==> config.mk <==
export PLATFORM = sky130hd
export DESIGN_NAME = mio_in_filter
export DESIGN_NICKNAME = d
export VERILOG_FILES = /design/src/rtl/mio_in_filter_pkg.sv /design/src/rtl/mio_in_filter_chan.sv /design/src/rtl/mio_in_filter.sv
export SDC_FILE = /design/constraint.sdc
export NUM_CORES = 1
export LEC_CHECK = 0
export ABC_AREA = 0
export CORE_AREA = 2 2 195 149
export DETAILED_ROUTE_END_ITERATION = 8
export DIE_AREA = 0 0 197 151
export GPL_TIMING_DRIVEN = 1
export PLACE_DENSITY = 0.76
export SLEW_MARGIN = 20
export SYNTH_ARGS = -nofsm -noshare
export SYNTH_HDL_FRONTEND = slang
export SYNTH_SLANG_ARGS = --single-unit
==> constraint.sdc <==
create_clock -name clk_i -period 1.8 [get_ports clk_i]
set_input_delay 0.27 -clock clk_i [delete_from_list [all_inputs] [get_ports clk_i]]
set_output_delay 0.27 -clock clk_i [all_outputs]
set_load 0.005 [all_outputs]
==> src/rtl/mio_in_filter_pkg.sv <==
// Shared constants and configuration type for the MIO pad input filter.
// Also used by the padctrl register mapping.
package mio_in_filter_pkg;

  localparam int MioFiltNPads      = 32;
  localparam int MioFiltCntW       = 4;
  localparam int MioFiltSyncStages = 2;

  typedef struct packed {
    logic [MioFiltNPads-1:0] en;
    logic [MioFiltCntW-1:0]  thresh;
  } mio_filt_cfg_t;

endpackage

==> src/rtl/mio_in_filter_chan.sv <==
// One pad: synchroniser, persistence filter on the stable level, and
// registered rise/fall pulses aligned with the level they describe.
module mio_in_filter_chan
  import mio_in_filter_pkg::*;
#(
  parameter int SyncStages = MioFiltSyncStages,
  parameter int CntW       = MioFiltCntW
) (
  input  logic            clk_i,
  input  logic            rst_i,
  input  logic            pad_i,
  input  logic            en_i,
  input  logic [CntW-1:0] thresh_i,
  output logic            lvl_o,
  output logic            rise_o,
  output logic            fall_o
);

  logic [SyncStages-1:0] r_sync;
  logic                  r_stb;
  logic [CntW-1:0]       r_cnt;
  logic                  r_rise;
  logic                  r_fall;

  logic                  w_syn;
  logic                  w_stb_nxt;
  logic [CntW-1:0]       w_cnt_nxt;

  assign w_syn = r_sync[SyncStages-1];

  // The counter holds the number of prior differing cycles, so a commit
  // needs T+1 consecutive differing cycles and the counter never exceeds T.
  always_comb begin
    w_stb_nxt = r_stb;
    w_cnt_nxt = '0;
    if (!en_i) begin
      w_stb_nxt = w_syn;
    end else if (w_syn != r_stb) begin
      if (r_cnt >= thresh_i) begin
        w_stb_nxt = w_syn;
      end else begin
        w_cnt_nxt = r_cnt + 1'b1;
      end
    end
  end

  always_ff @(posedge clk_i) begin
    if (rst_i) begin
      r_sync <= '0;
      r_stb  <= 1'b0;
      r_cnt  <= '0;
      r_rise <= 1'b0;
      r_fall <= 1'b0;
    end else begin
      r_sync <= {r_sync[SyncStages-2:0], pad_i};
      r_stb  <= w_stb_nxt;
      r_cnt  <= w_cnt_nxt;
      r_rise <= ~r_stb & w_stb_nxt;
      r_fall <= r_stb & ~w_stb_nxt;
    end
  end

  assign lvl_o  = r_stb;
  assign rise_o = r_rise;
  assign fall_o = r_fall;

endmodule

==> src/rtl/mio_in_filter.sv <==
// Per-pad input conditioning downstream of the pad ring: one independent
// filter channel per MIO pad, all sharing a single persistence threshold.
module mio_in_filter
  import mio_in_filter_pkg::*;
#(
  parameter int NPads      = MioFiltNPads,
  parameter int SyncStages = MioFiltSyncStages,
  parameter int CntW       = MioFiltCntW
) (
  input  logic             clk_i,
  input  logic             rst_i,
  input  logic [NPads-1:0] pad_in_i,
  input  logic [NPads-1:0] filt_en_i,
  input  logic [CntW-1:0]  filt_thresh_i,
  output logic [NPads-1:0] in_o,
  output logic [NPads-1:0] rise_o,
  output logic [NPads-1:0] fall_o
);

  for (genvar g = 0; g < NPads; g++) begin : g_chan
    mio_in_filter_chan #(
      .SyncStages(SyncStages),
      .CntW      (CntW)
    ) u_chan (
      .clk_i   (clk_i),
      .rst_i   (rst_i),
      .pad_i   (pad_in_i[g]),
      .en_i    (filt_en_i[g]),
      .thresh_i(filt_thresh_i),
      .lvl_o   (in_o[g]),
      .rise_o  (rise_o[g]),
      .fall_o  (fall_o[g])
    );
  end

endmodule

==> results.toml, run 1 <==
[pwr]
powerDensity_nw_per_um2 = 823
ir_worst_vdd_v = 0.000729
leakagePower_nw = 6.81
finalPower_mw = 13.8

[routing]
drt_iter0_drc = 255
via_count = 9061
viasPerCell = 5.07
wl_mm = 26.6
post-route-drc-count = 0
wire_per_inst_um = 14.9
drtAntennaViolNets = 0
firstDrtPassIters = 4

[clocking]
ctsHoldBuffers = 0
cts_sinks = 288
cts-root-buf = "clkbuf_16"
cts-htree-levels = 1
clock_path_buffers = 3
path_clk_slew_ns = 0.06
numCtsBuffers = 29
cts_tree = "yes"
clk_latency_ns = 0.54

[yosys]
yosysTopAreaCellShare = 0.410
syn_area_per_cell_um2 = 10.8
yosysWarningCount = 0
syn-num-nets = 1538
ys_ff_latch = 288
yosysSeqAreaShare = 0.410
netlist_instances = 1308
synth_area_leader_cell = "dfxtp_1"
synthTopCellsByArea = "dfxtp_1, ha_1, buf_4, nor3_1, nand2b_1"
yosysUniqueCellTypes = 24
synth_area_um2 = 14100

[floorplan]
ios = 166
die_x_um = 197
num_rows = 53
die_area_um2 = 29700
fp.coreArea_um2 = 27700
die_h_um = 151
start_util = 0.508

[timing]
rsz0062_at_grt = "no"
fin_skew_ns = 0.0164
tightest_slew_ns = 0.532
relSlewSlack = 0.646
finalHoldViolCount = 0
fin_hold_ws_ns = 0.173
finalMaxSlewViolations = 0
max_freq_mhz = 574
period_minus_slack_ns = 1.74
setup_viol = 0
period_share = 0.968

[setup_path]
path_buf_inv = 1
critPathLaunchType = "flip-flop"
critPathLaunch = "g_chan[13].u_chan.lvl_o"
reg2reg_from = "g_chan[23].u_chan.r_cnt[0]"
cpPeakStageDelay_ns = 0.53
crit_family = "buffers and inverters"
crit_slowest_cell = "clkdlybuf4s50_1"
critPathRequiredTime_ns = 1.53
path_class = "reg2out"
cp_max_fo = 5
cp-end-kind = "output pin"
crit_chain = "clkdlybuf4s50_1"
arrival_ns = 1.47

[grt]
overflow = 0
antenna_found_initial = 0
grt_pass1_wl_mm = 42.9
grtUsageTotal = 0.175
first_global_vias = 8877
grt_start_max_net_pins = 77

[layout]
fin_nets = 1639
final_common_cell = "dfxtp_1"
drive_above_1_share = 0.141
syn_to_final_growth_pct = 18.7
multi_input_area_um2 = 7110
utilization = 0.603
num-fill-cells = 2276
final_cell_mix = "dfxtp_1, ha_1, clkdlybuf4s50_1"
seqCellArea_um2 = 5790
antenna_cells = 0
final_design_area_no_fill_um2 = 16700

[place]
dp_hpwl_mm = 19.0
numPortBuffers = 165
postPlaceCellArea_um2 = 15700
gp_congestion = 0.772

[status]
status = "complete, no violations"

[worst_hold_path]
holdCritPathClass = "in2reg"
hold_start = "rst_i"

[job]
drv_cap = 0
## sequential cells by signal (all words and copies together), names as in the netlist
signal	cells
g_chan.u_chan.fall_o	32
g_chan.u_chan.lvl_o	32
g_chan.u_chan.r_cnt	128
g_chan.u_chan.r_sync	64
g_chan.u_chan.rise_o	32
## layout make-up
type,instances,share of cell area
clock buffers,35,0.0472
repair buffers,191,0.121
well taps,357,0.0267
flip-flops and latches,288,0.347
clock inverters,18,0.0105
inverters,99,0.0229
multi-input cells,800,0.425
## power by group
part / internal, mW / switching, mW
Sequential: 6.50 / 0.0933
Clock: 3.55 / 2.49
Combinational: 0.614 / 0.512
## worst paths after layout
check	end	slack [ns]	cells after the start
max	in_o[13]	0.06	1
min reg2reg	g_chan[24].u_chan.r_sync[1]	0.43	1
max reg2reg	g_chan[23].u_chan.rise_o	0.20	5
min	g_chan[13].u_chan.r_sync[0]	0.17	2
## Yosys cell counts
cell,instances
and2b_1,24
and4bb_1,34
and4bb_2,27
buf_4,96
buf_6,3
clkbuf_1,17
clkbuf_2,5
dfxtp_1,288
ha_1,160
inv_1,99
mux2i_1,32
nand2_1,32
nand2b_1,96
nand3_1,32
nor2b_1,40
nor3_1,128
nor3b_2,32
nor4bb_2,3
o2111ai_2,29
o2111ai_4,3
o211ai_1,29
o211ai_2,3
xnor2_1,32
xor2_1,64
## timing repair
action                     in CTS  in global routing
pin swaps                       0                  5
setup endpoints to repair       6                 28
cloned                          0                  2
gates resized for setup         6                 24
setup buffers                   0                  1
## kinds of logic after synthesis
logic type               after synthesis  synth area share
AND/OR/NAND/NOR                      448             0.225
flip-flops                           288             0.410
buffers and inverters                220            0.0863
adder cells (fa/ha/maj)              160             0.142
XOR/XNOR                              96            0.0597
AO/OA/AOI/OAI                         64            0.0547
multiplexers                          32            0.0228
## stage by stage
step | TNS (ns) | setup WS (ns) | std cells
global placement | -77.42 | -0.422 | 1732
floorplan | -0.224 | -0.0180 | 1308
finish | 0 | 0.0568 | 1788
detailed placement | -85.71 | -0.507 | 1732
global route | 0 | 0.000805 | 1788
CTS | 0 | 0.00320 | 1785
## layer usage
layer  vias up  routed length, um  global-route usage
li1       4667                  -                   -
met1      4224              13100               0.234
met2       138              12000               0.293
met3        32               1130              0.0354
met4         0                489              0.0387
met5         -                  0                   0
Power figures use the tool's default switching activity.
==> run 2, diff against run 1 <==
CORE_AREA = 2 2 202 145   (was 2 2 195 149)
DIE_AREA = 0 0 204 147   (was 0 0 197 151)
==> results.toml, run 2 (synthesized netlist as in run 1, its figures left out) <==
[setup_path]
crit_family = "buffers and inverters"
critPathRequiredTime_ns = 1.53
path_class = "reg2out"
cpPeakStageDelay_ns = 0.53
path_buf_inv = 1
cp-end-kind = "output pin"
critPathLaunchType = "flip-flop"
crit_chain = "clkdlybuf4s50_1"
crit_slowest_cell = "clkdlybuf4s50_1"
cp_max_fo = 5
arrival_ns = 1.45

[timing]
period_share = 0.953
finalHoldViolCount = 0
rsz0062_at_grt = "no"
finalMaxSlewViolations = 0
fin_skew_ns = 0.00820
max_freq_mhz = 583
relSlewSlack = 0.742
setup_viol = 0
period_minus_slack_ns = 1.72
worst_slack_ns = 0.0844
setup-tns-final_ns = 0
tightest_slew_ns = 0.386

[layout]
final_common_cell = "dfxtp_1"
reg.largest.list = "g_chan.u_chan.r_cnt (128), g_chan.u_chan.r_sync (64)"
num-fill-cells = 2268
fin_nets = 1638
drive_above_1_share = 0.144
antenna_cells = 0
final_cell_mix = "dfxtp_1, ha_1, clkdlybuf4s50_1"
largest-register = "g_chan.u_chan.r_cnt"
utilization = 0.595
largest_reg_flops = 128
syn_to_final_growth_pct = 19.3

[routing]
wl_mm = 26.4
post-route-drc-count = 0
wire_per_inst_um = 14.6
drtAntennaViolNets = 0
viasPerCell = 5.00
via_count = 9042
firstDrtPassIters = 4
drt_iter0_drc = 306

[clocking]
numCtsBuffers = 29
cts-root-buf = "clkbuf_16"
path_clk_slew_ns = 0.06
cts_sinks = 288
clock_path_buffers = 3
cts_tree = "yes"
cts-htree-levels = 1
clk_latency_ns = 0.54

[grt]
antenna_found_initial = 1
grt_start_max_net_pins = 74
grtUsageTotal = 0.174
first_global_vias = 8843
overflow = 0
grt_pass1_wl_mm = 43.1

[pwr]
powerDensity_nw_per_um2 = 850
leakagePower_nw = 6.83
clkPwrFrac = 0.460
p_seq_frac = 0.462
switchingPower_mw = 3.08
power_frac_comb = 0.078
ir_worst_vdd_v = 0.000733
p_int_mw = 11.2
swShare = 0.216

[place]
gp_congestion = 0.787
dp_hpwl_mm = 18.0
place_ws_ns = -0.519
numPortBuffers = 165

[floorplan]
num_rows = 52
ios = 166
die_h_um = 147
die_x_um = 204
die_area_um2 = 30000
start_util = 0.499
fp.coreArea_um2 = 28200

[worst_hold_path]
holdCritPathClass = "in2reg"

[status]
status = "complete, no violations"

[job]
drv_cap = 0
## run 2: changes by cell type in the layout (fill, tap and decap cells not counted), moves of 2 or more
cell,change
clkbuf_8,+10
clkinv_2,-8
clkdlybuf4s50_1,+2
dfxtp_1,-6
dfxtp_2,+6
buf_12,-3
## run 2: cell type report
cell class              count  area (um^2)  area share
multi-input cells         800         7100       0.423
flip-flops and latches    288         5800       0.345
repair buffers            190         1970       0.117
clock buffers              44          922      0.0549
well taps                 378          473      0.0282
inverters                  99          383      0.0228
clock inverters             9          149     0.00887
## run 2: metal layers
metal	up-vias	global-route usage	wire, um
li1	4661	-	-
met1	4186	0.237	12900
met2	157	0.279	11600
met3	36	0.0406	1470
met4	2	0.0384	405
met5	-	0	16
## run 2: power groups by stage
stage	sequential, mW	clock [mW]	combinational, mW
6_report	6.60	6.56	1.12
5_1_grt	6.61	7.02	1.24
4_1_cts	6.59	6.73	1.11
3_5_place_dp	6.73	0	1.10
3_3_place_gp	6.73	0	1.06
2_1_floorplan	6.71	0	0.690
## run 2: timing repair
item	in CTS	in global routing
cloned	0	2
hold endpoints to repair	1	0
pin swaps	0	3
resized for setup	8	25
hold buffers	1	0
setup endpoints to repair	8	38
buffers inserted	0	3
## run 2: worst paths after layout
kind,from,to,slack [ns],cells after the start
max reg2reg,g_chan[9].u_chan.r_cnt[0],g_chan[9].u_chan.r_cnt[2],0.20,6
min reg2reg,g_chan[7].u_chan.r_sync[0],g_chan[7].u_chan.r_sync[1],0.43,1
max,g_chan[14].u_chan.lvl_o,in_o[14],0.08,1
min,pad_in_i[23],g_chan[23].u_chan.r_sync[0],0.27,2
## run 2: worst register-to-register path, delay by kind of cell, from the launching register on
family,cells,cell delay [ns]
AO/OA/AOI/OAI,1,0.21
flip-flops,1,0.38
AND/OR/NAND/NOR,2,0.39
buffers and inverters,2,0.26
adder cells (fa/ha/maj),1,0.28
## run 2: through the flow
stage                     area (um^2)  instances  power (mW)  hold slack (ns)
after CTS                       16700       1803        14.4            0.249
after floorplan                 14100       1308        7.40            0.395
final                           16800       1808        14.3            0.275
after detailed placement        15600       1749        7.83            0.421
after global placement          15600       1749        7.79            0.414
after global routing            16800       1808        14.9            0.270
